--- config.mk ---
export PLATFORM = sky130hd
export DESIGN_NAME = matmul_scheduler
export DESIGN_NICKNAME = d
export VERILOG_FILES = /design/src/rtl/matmul_scheduler.sv
export SDC_FILE = /design/constraint.sdc
export NUM_CORES = 1
export LEC_CHECK = 0
export ABC_CLOCK_PERIOD_IN_PS = 2500
export BUFFER_PORTS_ARGS = -buffer_cell sky130_fd_sc_hd__buf_2
export CORE_AREA = 2 2 424 426
export DETAILED_ROUTE_END_ITERATION = 16
export DIE_AREA = 0 0 426 428
export PLACE_DENSITY = 0.34
export SETUP_SLACK_MARGIN = 0.3
export SKIP_CTS_REPAIR_TIMING = 1
export SLEW_MARGIN = 10
export SYNTH_ARGS = -nofsm -noshare
export SYNTH_HDL_FRONTEND = slang
export SYNTH_SLANG_ARGS = --single-unit
--- constraint.sdc ---
create_clock -name inter_refclk -period 2.5 [get_ports inter_refclk]
set_clock_uncertainty 0.05 [all_clocks]
set_input_delay 0.375 -clock inter_refclk [delete_from_list [all_inputs] [get_ports inter_refclk]]
set_output_delay 0.375 -clock inter_refclk [all_outputs]
set_load 0.005 [all_outputs]
--- src/rtl/matmul_scheduler.sv ---
// Sequences all 1024 row/column pairs of two resident 32x32 matrices through a dot-product unit
// and writes each returned result to row*32+col of the result buffer.
module matmul_scheduler #(
  parameter int unsigned READ_LAT = 2,
  parameter int unsigned MAX_OUT  = 4,
  parameter int unsigned RES_W    = 24
) (
  input  logic             inter_refclk,
  input  logic             rst_n,
  input  logic             load_complete,
  output logic [4:0]       requested_a_row,
  output logic [4:0]       requested_b_col,
  input  logic [255:0]     a_row_in,
  input  logic [255:0]     b_col_in,
  output logic             dot_valid,
  input  logic             dot_ready,
  output logic [255:0]     dot_a,
  output logic [255:0]     dot_b,
  input  logic             dot_result_valid,
  input  logic [RES_W-1:0] dot_result,
  output logic             res_we,
  output logic [9:0]       res_addr,
  output logic [RES_W-1:0] res_data,
  output logic             busy,
  output logic             done
);

  localparam int unsigned WaitW = (READ_LAT > 1) ? $clog2(READ_LAT) : 1;
  localparam int unsigned OutW  = $clog2(MAX_OUT + 1);
  localparam logic [WaitW-1:0] WaitLast = WaitW'(READ_LAT - 1);
  localparam logic [OutW-1:0]  OutMax   = OutW'(MAX_OUT);

  typedef enum logic [2:0] {StIdle, StReq, StWait, StIssue, StDrain, StDone} state_e;

  state_e           state_q;
  logic [1:0]       sync_q;
  logic [WaitW-1:0] wait_q;
  logic [OutW-1:0]  out_q;
  logic [9:0]       res_cnt_q;
  logic             wrapped_q;
  logic             res_acc;
  logic             hs;

  // Results arriving with nothing in flight belong to no issue and are dropped.
  assign res_acc = dot_result_valid && (out_q != '0);
  // A full pipeline only accepts when a result retires in the same cycle.
  assign hs      = dot_valid && dot_ready && ((out_q != OutMax) || res_acc);

  // Reset asserts asynchronously but releases only after two clock edges.
  always_ff @(posedge inter_refclk or negedge rst_n) begin
    if (!rst_n) begin
      sync_q <= '0;
    end else begin
      sync_q <= {sync_q[0], 1'b1};
    end
  end

  always_ff @(posedge inter_refclk or negedge rst_n) begin
    if (!rst_n) begin
      state_q         <= StIdle;
      requested_a_row <= '0;
      requested_b_col <= '0;
      wait_q          <= '0;
      out_q           <= '0;
      res_cnt_q       <= '0;
      wrapped_q       <= 1'b0;
      dot_valid       <= 1'b0;
      dot_a           <= '0;
      dot_b           <= '0;
      res_we          <= 1'b0;
      res_addr        <= '0;
      res_data        <= '0;
      busy            <= 1'b0;
      done            <= 1'b0;
    end else if (sync_q[1]) begin
      res_we <= res_acc;
      if (res_acc) begin
        res_addr  <= res_cnt_q;
        res_data  <= dot_result;
        res_cnt_q <= res_cnt_q + 10'd1;
        if (res_cnt_q == 10'd1023) begin
          wrapped_q <= 1'b1;
        end
      end
      if (hs && !res_acc) begin
        out_q <= out_q + OutW'(1);
      end else if (!hs && res_acc) begin
        out_q <= out_q - OutW'(1);
      end

      unique case (state_q)
        StIdle: begin
          if (load_complete) begin
            state_q         <= StReq;
            requested_a_row <= '0;
            requested_b_col <= '0;
            wrapped_q       <= 1'b0;
            busy            <= 1'b1;
          end
        end
        StReq: begin
          state_q <= StWait;
          wait_q  <= '0;
        end
        StWait: begin
          if (wait_q == WaitLast) begin
            dot_a     <= a_row_in;
            dot_b     <= b_col_in;
            dot_valid <= 1'b1;
            state_q   <= StIssue;
          end else begin
            wait_q <= wait_q + WaitW'(1);
          end
        end
        StIssue: begin
          if (hs) begin
            dot_valid       <= 1'b0;
            state_q         <= StReq;
            requested_b_col <= requested_b_col + 5'd1;
            if (requested_b_col == 5'd31) begin
              requested_a_row <= requested_a_row + 5'd1;
              if (requested_a_row == 5'd31) begin
                state_q <= StDrain;
              end
            end
          end
        end
        StDrain: begin
          if ((out_q == '0) && wrapped_q) begin
            state_q <= StDone;
            busy    <= 1'b0;
            done    <= 1'b1;
          end
        end
        StDone: begin
          if (!load_complete) begin
            state_q <= StIdle;
            done    <= 1'b0;
          end
        end
        default: begin
          state_q <= StIdle;
          busy    <= 1'b0;
          done    <= 1'b0;
        end
      endcase
    end
  end

endmodule

### Word level (Yosys, flattened, before mapping)

Cells that the tools add are included.
W data, S select, Z words.

* bits in registers: 580
* bits in latches: 0
* memory bits (writable): 0
* bits in read-only memories: 0
* input bits: 541
* output and inout bits: 560
* logic and storage cells: 98
* memories: 0

* $add $sub $neg: 6
* $mul: 0
* divide/modulo/power cells: 0
* order comparisons: 0
* equal/unequal tests: 15
* shift-type cells: 0
* multiplexer cells: 31
* bitwise gates (word level): 2
* reduce and logical (&&, ||, !) cells: 28

Operators with widths (number)
* $mux W3: 9
* $mux W5: 4
* $pmux W5 S2: 2
* $pmux W3 S6: 1
* $reduce_and A4 Y1: 4
* $ne A2 B2 Y1 const B: 6
* $mux W1: 11
* $add A10 B1 Y10 const B: 1
* $add A5 B1 Y5 const B: 2
* $eq A10 B10 Y1 const B: 1
* $eq A5 B5 Y1 const B: 2
* $reduce_bool A2 Y1: 4
* $reduce_or A4 Y1: 2
* $eq A3 B2 Y1 const B: 2
* $eq A3 B3 Y1 const B: 2
* $logic_and A1 B1 Y1: 6
* $logic_not A3 Y1: 2
* $pmux W1 S3: 2
* $reduce_and A2 Y1: 3
* $reduce_and A6 Y1: 1
* $reduce_and A5 Y1: 1
* $pmux W1 S2: 2
* $add A3 B1 Y3 const B: 1
* $eq A3 B1 Y1 const B: 1
* other kinds (8): 10

### Longest topological paths before layout

Gate-level depths: netlist of the first run.

* depth after elaboration: 8
* depth in mapped cells: 8

### Worst setup path after synthesis of the first run

No wires, ideal clock.

* path type: register -> register
* start: register out_q[0]
* end: register out_q[1]
* setup time: 125 ps
* data arrival time: 1909 ps
* data required time: 2325 ps
* setup slack: 416 ps
* cell stages (with the launch flop): 7
* buffers on the path: 0
* period minus slack after synthesis: 2084 ps
* cells stage by stage: dfrtp_1 -> nor4b_4 -> nor2_1 -> ha_1 -> inv_1 -> fa_1 -> mux2_2

* longest elaborated chain between the ends: 8
* elaborated cells between the ends (all ways): 15
* classes of those cells: add/sub (2); eq/ne (1); mux (2); reduce/logical (10)

RTL lines
* from (decl): RTL line 38 `logic [OutW-1:0] out_q;`
* from (signal assigned): RTL line 86 `out_q <= out_q + OutW'(1);`
* from (signal assigned): RTL line 88 `out_q <= out_q - OutW'(1);`
* $reduce_bool A3 Y1: RTL line 45 `assign res_acc = dot_result_valid && (out_q != '0);`
* $logic_and A1 B1 Y1: RTL line 45
* $logic_or A1 B1 Y1: RTL line 47 `assign hs = dot_valid && dot_ready && ((out_q != OutMax) || res_acc);`
* $logic_and A1 B1 Y1: RTL line 47
* $logic_not A1 Y1: RTL line 87 `end else if (!hs && res_acc) begin`
* $logic_and A1 B1 Y1: RTL line 87
* $reduce_bool A2 Y1 (no source line)
* $reduce_and A2 Y1 (no source line)

Parallel ways exist; a longest one is shown, timed or not. The select of a mux whose other input is x is not followed.
A chain may end at the register's enable or synchronous reset.

### Worst setup path after layout of the first run

* start: register state_q[2]
* end: register dot_b[199]

* longest elaborated chain between the ends: 2

RTL lines
* from (decl): RTL line 35 `state_e state_q;`
* from (signal assigned): RTL line 60 `state_q <= StIdle;`
* from (signal assigned): RTL line 94 `state_q <= StReq;`
* from (signal assigned): RTL line 102 `state_q <= StWait;`
* $eq A3 B2 Y1: RTL line 91 `unique case (state_q)`
* $reduce_and A3 Y1 (no source line)
* to (signal assigned): RTL line 108 `dot_b <= b_col_in;`
* to (decl): RTL line 18 `output logic [255:0] dot_b,`

No other way between the ends.

==> metrics.yaml, run 1 <==
status: "complete, no violations"
synth-seq-area-share_pct: 65.4
slew_violations: 0
ys_ff_latch: 580
grt_antenna_before_repair: 37
rsz0062_at_grt: "no"
final_cell_mix: "buf_2 (1099), dfrtp_1 (580), dlygate4sd3_1 (537)"
regArea_sq_um: 14500
startpoint_type: "flop"
grt_pass1_wl_um: 145000
clock_sinks: 580
hp-class: "in -> reg"
finalPower_mw: 43.0
power.switching_mw: 14.7
coreArea_sq_um: 178000
met1Wirelength_um: 43200
dpl.hpwl_um: 87600
multi_input_area_sq_um: 6990
synth_edf_count: 0
synth_top_family_by_area: "multiplexers"
start_util_pct: 12.5
via_per_inst: 3.28
crit_path_cell_trace: "nor2b_1 > nand4b_1 > buf_12 > buf_12 > mux2_1"
die-area_sq_um: 182000
nNetsFinal: 3583
worstSkewPairLatency_ps: 680
fp.dieW_um: 426
grt_max_degree: 74
clk_pin_slew_ps: 60
io_buffers: 1100
syn_inst: 1322
synthArstFlopShare_pct: 100
crit_top_cell: "buf_12"
grt.total_usage_pct: 11.4
period_needed_ps: 2100
path_buf_inv: 2
switching_share_pct: 34.1
p_clk_share_pct: 26.0
maxSlewHeadroom_pct: 55.4
fmax_mhz: 476
root_buffer: "clkbuf_16"
power_density_nw_per_um2: 1110
pwr-share-comb_pct: 35.3
drive_gt1_share_pct: 43.9
dr.pass1.iters: 4
routed.top_layer: "met5"
cts.htree.levels: 3
rows: 155
met2_length_um: 56900
hold_viol_final: 0
routed-via-count: 17900
yosys.area_share.adder_pct: 0.429
cellLeakagePower_nw: 17.6
seq_power_share_pct: 38.7
final-setup-viol-count: 0
io_pins: 1101
synth_compound_area_share_pct: 1.03
drc: 0
gp_congestion: 0.888
fin_util_pct: 21.8
drt_iter0_markers: 645
layout_commonest_cell: "buf_2"
syn_nets: 1870
cts_buffers: 78
crit_type: "reg -> reg"
vdd_drop_max_uv: 606
cp_top_family: "buffers and inverters"
synth_top_area_share_pct: 65.4
slowest_delay_ps: 370
finalWirelength_um: 109000
synth-xor-area-share_pct: 0.513
worst_setup_path_end_kind: "flop"
finalCritPeriodShare_pct: 84.1
yosys_warnings: 0
tns_ps: 0
synth_area_leaders: "dfrtp_1 (65%), mux2_1 (24%), mux2_2 (4.1%), buf_6 (2.6%), xnor2_1 (0.43%)"
critPathSlowestCell: "dfrtp_1"
critPathRequiredTime_ps: 3010
crit_arrival_ps: 2610
drtAntennaViolNets: 0
fillCellCount: 19400
muxShareOfSynthArea_pct: 27.9
dr_wl_met3_um: 6580
synth_area_per_cell_sq_um: 16.8
synth_ff_type: "dfrtp_1"
post_drt_wl_per_cell_um: 20.0
die_h_um: 428
tightest_slew_ps: 669
cts_tree: "built"
clockBufferDepth: 3
holdWs_ps: 79.0
syn-cell-area_sq_um: 22200
yosysTopAreaCell: "dfrtp_1"
p_int_mw: 28.3
crit_fanout: 47
area_growth_syn_to_layout_pct: 74.4
synthSimpleGateAreaFrac_pct: 1.52
grt_overflow: 0
maxCapViolCount: 0
first_global_vias: 16700
synth_cell_types: 43
[per-stage QoR]
step                setup slack, ps  instances  instance area [sq um]
detailed placement              424       4773                  30700
global route                    301       5453                  38600
finish                          399       5466                  38700
floorplan                       416       1322                  22200
global placement                390       4773                  30700
CTS                             411       4912                  33300
[synth_stat cells (6+ instances only)]
| library cell | count |
|---|---|
| buf_2 | 9 |
| inv_1 | 12 |
| o21ai_0 | 11 |
| a21oi_1 | 6 |
| buf_6 | 52 |
| nor2_1 | 11 |
| mux2_1 | 469 |
| dfrtp_1 | 580 |
| mux2_2 | 80 |
| xnor2_1 | 11 |
| ha_1 | 6 |
| and3_1 | 6 |
| nand2_1 | 16 |
[worst register-to-register path, cell delays in order (launching register included)]
cell and delay, ps:
dfrtp_1 370, nor2b_1 190, nand4b_1 200, buf_12 230, buf_12 600, mux2_1 350
[per-layer routing]
metal	up-vias	global-route usage [%]
li1	8144	-
met1	9008	12.9
met2	587	20.7
met3	159	3.10
met4	4	3.39
met5	-	0
[power groups by stage]
stage	logic [mW]	clock network [mW]	registers (mW)
after floorplan	5.61	0	16.8
after global placement	14.9	0	16.7
after detailed placement	14.9	0	16.7
after CTS	15.0	11.7	16.6
after global routing	16.4	12.1	17.2
final	15.2	11.2	16.6
[state kept, by name, summed over array words and instances (netlist names), 2 cells and up]
name,count
res_data,24
dot_a,256
state_q,3
res_addr,10
out_q,3
dot_b,256
requested_b_col,5
requested_a_row,5
res_cnt_q,10
sync_q,2
[worst paths after layout]
| path | from | end | slack [ps] | cells after the start |
|---|---|---|---|---|
| setup / recovery | state_q[2]$_DFFE_PN0P_ | dot_b[199]$_DFFE_PN0P_ | 400 | 5 |
| hold / removal | load_complete | requested_b_col[0]$_DFFE_PN0P_ | 80 | 3 |
| setup reg to reg | state_q[2]$_DFFE_PN0P_ | dot_b[199]$_DFFE_PN0P_ | 400 | 5 |
| hold reg to reg | sync_q[0]$_DFF_PN0_ | sync_q[1]$_DFF_PN0_ | 300 | 0 |
| max in group asynchronous | rst_n | dot_b[20]$_DFFE_PN0P_ | 1240 | 4 |
| min in group asynchronous | rst_n | dot_a[32]$_DFFE_PN0P_ | 200 | 2 |
[cell families after synthesis]
family / after synthesis
xor gates and xnor gates: 13
muxes: 550
and+or+nand+nor: 59
adders and majority gates: 7
other: 1
DFF: 580
AOI/OAI and AO/OA: 34
buffers and inverters: 78
[final cells by class]
cell class / instances / share of cell area (%)
sequential: 580 / 37.5
timing repair buffer: 1699 / 30.1
multi-input combinational: 664 / 18.1
tap: 2355 / 7.62
clock buffer: 123 / 6.07
clock inverter: 16 / 0.421
inverter: 12 / 0.116
antenna: 17 / 0.110
Note: power is estimated with default switching activity, not from simulation.
==> run 2: changes to the inputs <==
--- a/config.mk
+++ b/config.mk
@@ -5,7 +5,7 @@
 export SDC_FILE = /design/constraint.sdc
 export NUM_CORES = 1
 export LEC_CHECK = 0
-export ABC_CLOCK_PERIOD_IN_PS = 2500
+export ABC_CLOCK_PERIOD_IN_PS = 2000
 export BUFFER_PORTS_ARGS = -buffer_cell sky130_fd_sc_hd__buf_2
 export CORE_AREA = 2 2 424 426
 export DETAILED_ROUTE_END_ITERATION = 16
==> constraint.sdc (replaced) <==
create_clock -name inter_refclk -period 2 [get_ports inter_refclk]
set_clock_uncertainty 0.05 [all_clocks]
set_input_delay 0.3 -clock inter_refclk [delete_from_list [all_inputs] [get_ports inter_refclk]]
set_output_delay 0.3 -clock inter_refclk [all_outputs]
set_load 0.005 [all_outputs]
==> metrics.yaml, run 2 (same netlist as run 1, synthesis figures left out) <==
reg_top3: "dot_a (256), dot_b (256), res_data (24)"  # unchanged
vdd_drop_max_uv: 738  # was 606 uV
slowest_delay_ps: 430  # was 370 ps
hold_path_end: "requested_b_col[0]$_DFFE_PN0P_"  # unchanged
first_global_vias: 16800  # was 16700
tightest_slew_ps: 597  # was 669 ps
rsz0062_at_grt: "yes"  # was no
crit_arrival_ps: 2430  # was 2610 ps
crit_type: "reg -> reg"  # unchanged
cts_buffers: 78  # unchanged
crit_start: "out_q[1]$_DFFE_PN0P_"  # was state_q[2]$_DFFE_PN0P_
worstSkewPairLatency_ps: 680  # about the same
holdWs_ps: 34.6  # was 79.0 ps
maxSlewHeadroom_pct: 60.2  # was 55.4%
final-setup-viol-count: 0  # unchanged
gp_congestion: 0.842  # was 0.888
fin_area_sq_um: 42900  # was 38700 sq um
die-area_sq_um: 182000  # unchanged
dpl.hpwl_um: 92200  # was 87600 um
path_buf_inv: 1  # was 2
power_density_nw_per_um2: 1480  # was 1110 nW/um^2
nNetsFinal: 3695  # was 3583
slew_violations: 0  # unchanged
io_buffers: 1100  # unchanged
period_needed_ps: 1930  # was 2100 ps
grt.total_usage_pct: 11.9  # was 11.4%
critPathSlowestCell: "dfrtp_2"  # was dfrtp_1
reg2reg_depth: 6  # was 5
maxCapViolCount: 0  # unchanged
min_from: "load_complete"  # unchanged
io_pins: 1101  # unchanged
dr.pass1.iters: 5  # was 4
via_per_inst: 3.32  # was 3.28
root_buffer: "clkbuf_16"  # unchanged
post_drt_wl_per_cell_um: 22.2  # was 20.0 um
grt_antenna_before_repair: 31  # was 37
fmax_mhz: 517  # was 476 MHz
crit_fanout: 3  # was 47
fin_util_pct: 24.1  # was 21.8%
grt_pass1_wl_um: 151000  # was 145000 um
cts.htree.levels: 3  # unchanged
finalWirelength_um: 124000  # was 109000 um
fp.dieW_um: 426  # unchanged
finalCritPeriodShare_pct: 96.6  # was 84.1%
coreArea_sq_um: 178000  # unchanged
placed_area_sq_um: 32600  # was 30700 sq um
start_util_pct: 12.5  # unchanged
layout_commonest_cell: "buf_2"  # unchanged
hp-class: "in -> reg"  # unchanged
worst_setup_path_end_kind: "flop"  # unchanged
clock_sinks: 580  # unchanged
clockBufferDepth: 3  # unchanged
grt_overflow: 0  # unchanged
drc: 0  # unchanged
crit_path_cell_trace: "nor4b_4 > nor2_2 > ha_2 > inv_2 > fa_1 > mux2_4"  # was nor2b_1 > nand4b_1 > buf_12 > buf_12 > mux2_1
cts_tree: "built"  # unchanged
cellLeakagePower_nw: 21.3  # was 17.6 nW
die_h_um: 428  # unchanged
final_cell_mix: "buf_2 (1097), dfrtp_1 (578), dlygate4sd3_1 (537)"  # was buf_2 (1099), dfrtp_1 (580), dlygate4sd3_1 (537)
drtAntennaViolNets: 0  # unchanged
routed-via-count: 18500  # was 17900
cp_top_family: "adder cells"  # was buffers and inverters
r2r_slack_ps: 70  # was 400 ps
hold_viol_final: 0  # unchanged
r2r_start: "out_q[1]$_DFFE_PN0P_"  # was state_q[2]$_DFFE_PN0P_
grt_max_degree: 86  # was 74
clk_pin_slew_ps: 50  # was 60 ps
area_growth_syn_to_layout_pct: 93.3  # was 74.4%
drt_iter0_markers: 758  # was 645
r2r_end: "out_q[1]$_DFFE_PN0P_"  # was dot_b[199]$_DFFE_PN0P_
startpoint_type: "flop"  # unchanged
drive_gt1_share_pct: 61.2  # was 43.9%
critPathRequiredTime_ps: 2500  # was 3010 ps
rows: 155  # unchanged
hold_depth: 3  # unchanged
status: "complete, no violations"  # unchanged
-- run 2: changes by cell type in the layout (fill, tap and decap cells not counted), sizes merged --
cell,change
buf,+66
clkbuf,+45
clkinv,-3
inv,+3
clkinvlp,+1
diode,-1
-- run 2: per-stage QoR --
step | TNS [ps] | total power, mW | setup WS, ps | cells
after floorplan | 0 | 33.9 | 6.94 | 1322
after global placement | -16140 | 45.2 | -150 | 4786
after detailed placement | -13490 | 45.3 | -142 | 4786
after CTS | -10410 | 60.2 | -127 | 4925
after global routing | -0.776 | 66.7 | -0.776 | 5573
final | 0 | 63.3 | 67.5 | 5577
-- run 2: final cells by class --
cell class                 instances  area (sq um)
antenna                           16          40.0
clock buffer                     122          2380
clock inverter                    17           206
fill                           19000        135000
inverter                          12          45.0
multi-input combinational        664          8820
sequential                       580         14500
tap                             2355          2950
timing repair buffer            1811         13900
-- run 2: power by group --
group / switching (mW) / internal, mW / leakage, nW
Sequential: 3.93 / 17.6 / 6.80
Combinational: 11.0 / 16.5 / 13.3
Clock: 5.84 / 8.45 / 1.27
Total: 20.8 / 42.5 / 21.3
-- run 2: worst max path at each step --
stage / endpoint / cells past startpoint
after floorplan: out_q[1]$_DFFE_PN0P_ / 6
after global placement: dot_a[190]$_DFFE_PN0P_ / 5
after detailed placement: dot_a[188]$_DFFE_PN0P_ / 5
after CTS: dot_a[193]$_DFFE_PN0P_ / 5
after global routing: out_q[1]$_DFFE_PN0P_ / 6
final: out_q[1]$_DFFE_PN0P_ / 6
-- run 2: per-layer routing --
| metal | GRT usage [%] | vias up | wire length, um |
|---|---|---|---|
| met2 | 20.8 | 573 | 60900 |
| met3 | 2.72 | 150 | 6500 |
| met5 | 0 | - | 17 |
| li1 | - | 8394 | - |
| met4 | 3.48 | 2 | 2890 |
| met1 | 14.6 | 9407 | 53500 |
-- run 2: tightest hold or removal path, cell delays in order --
cell       delay (ps)
buf_2             150
o2bb2ai_1         170
a31oi_1           100
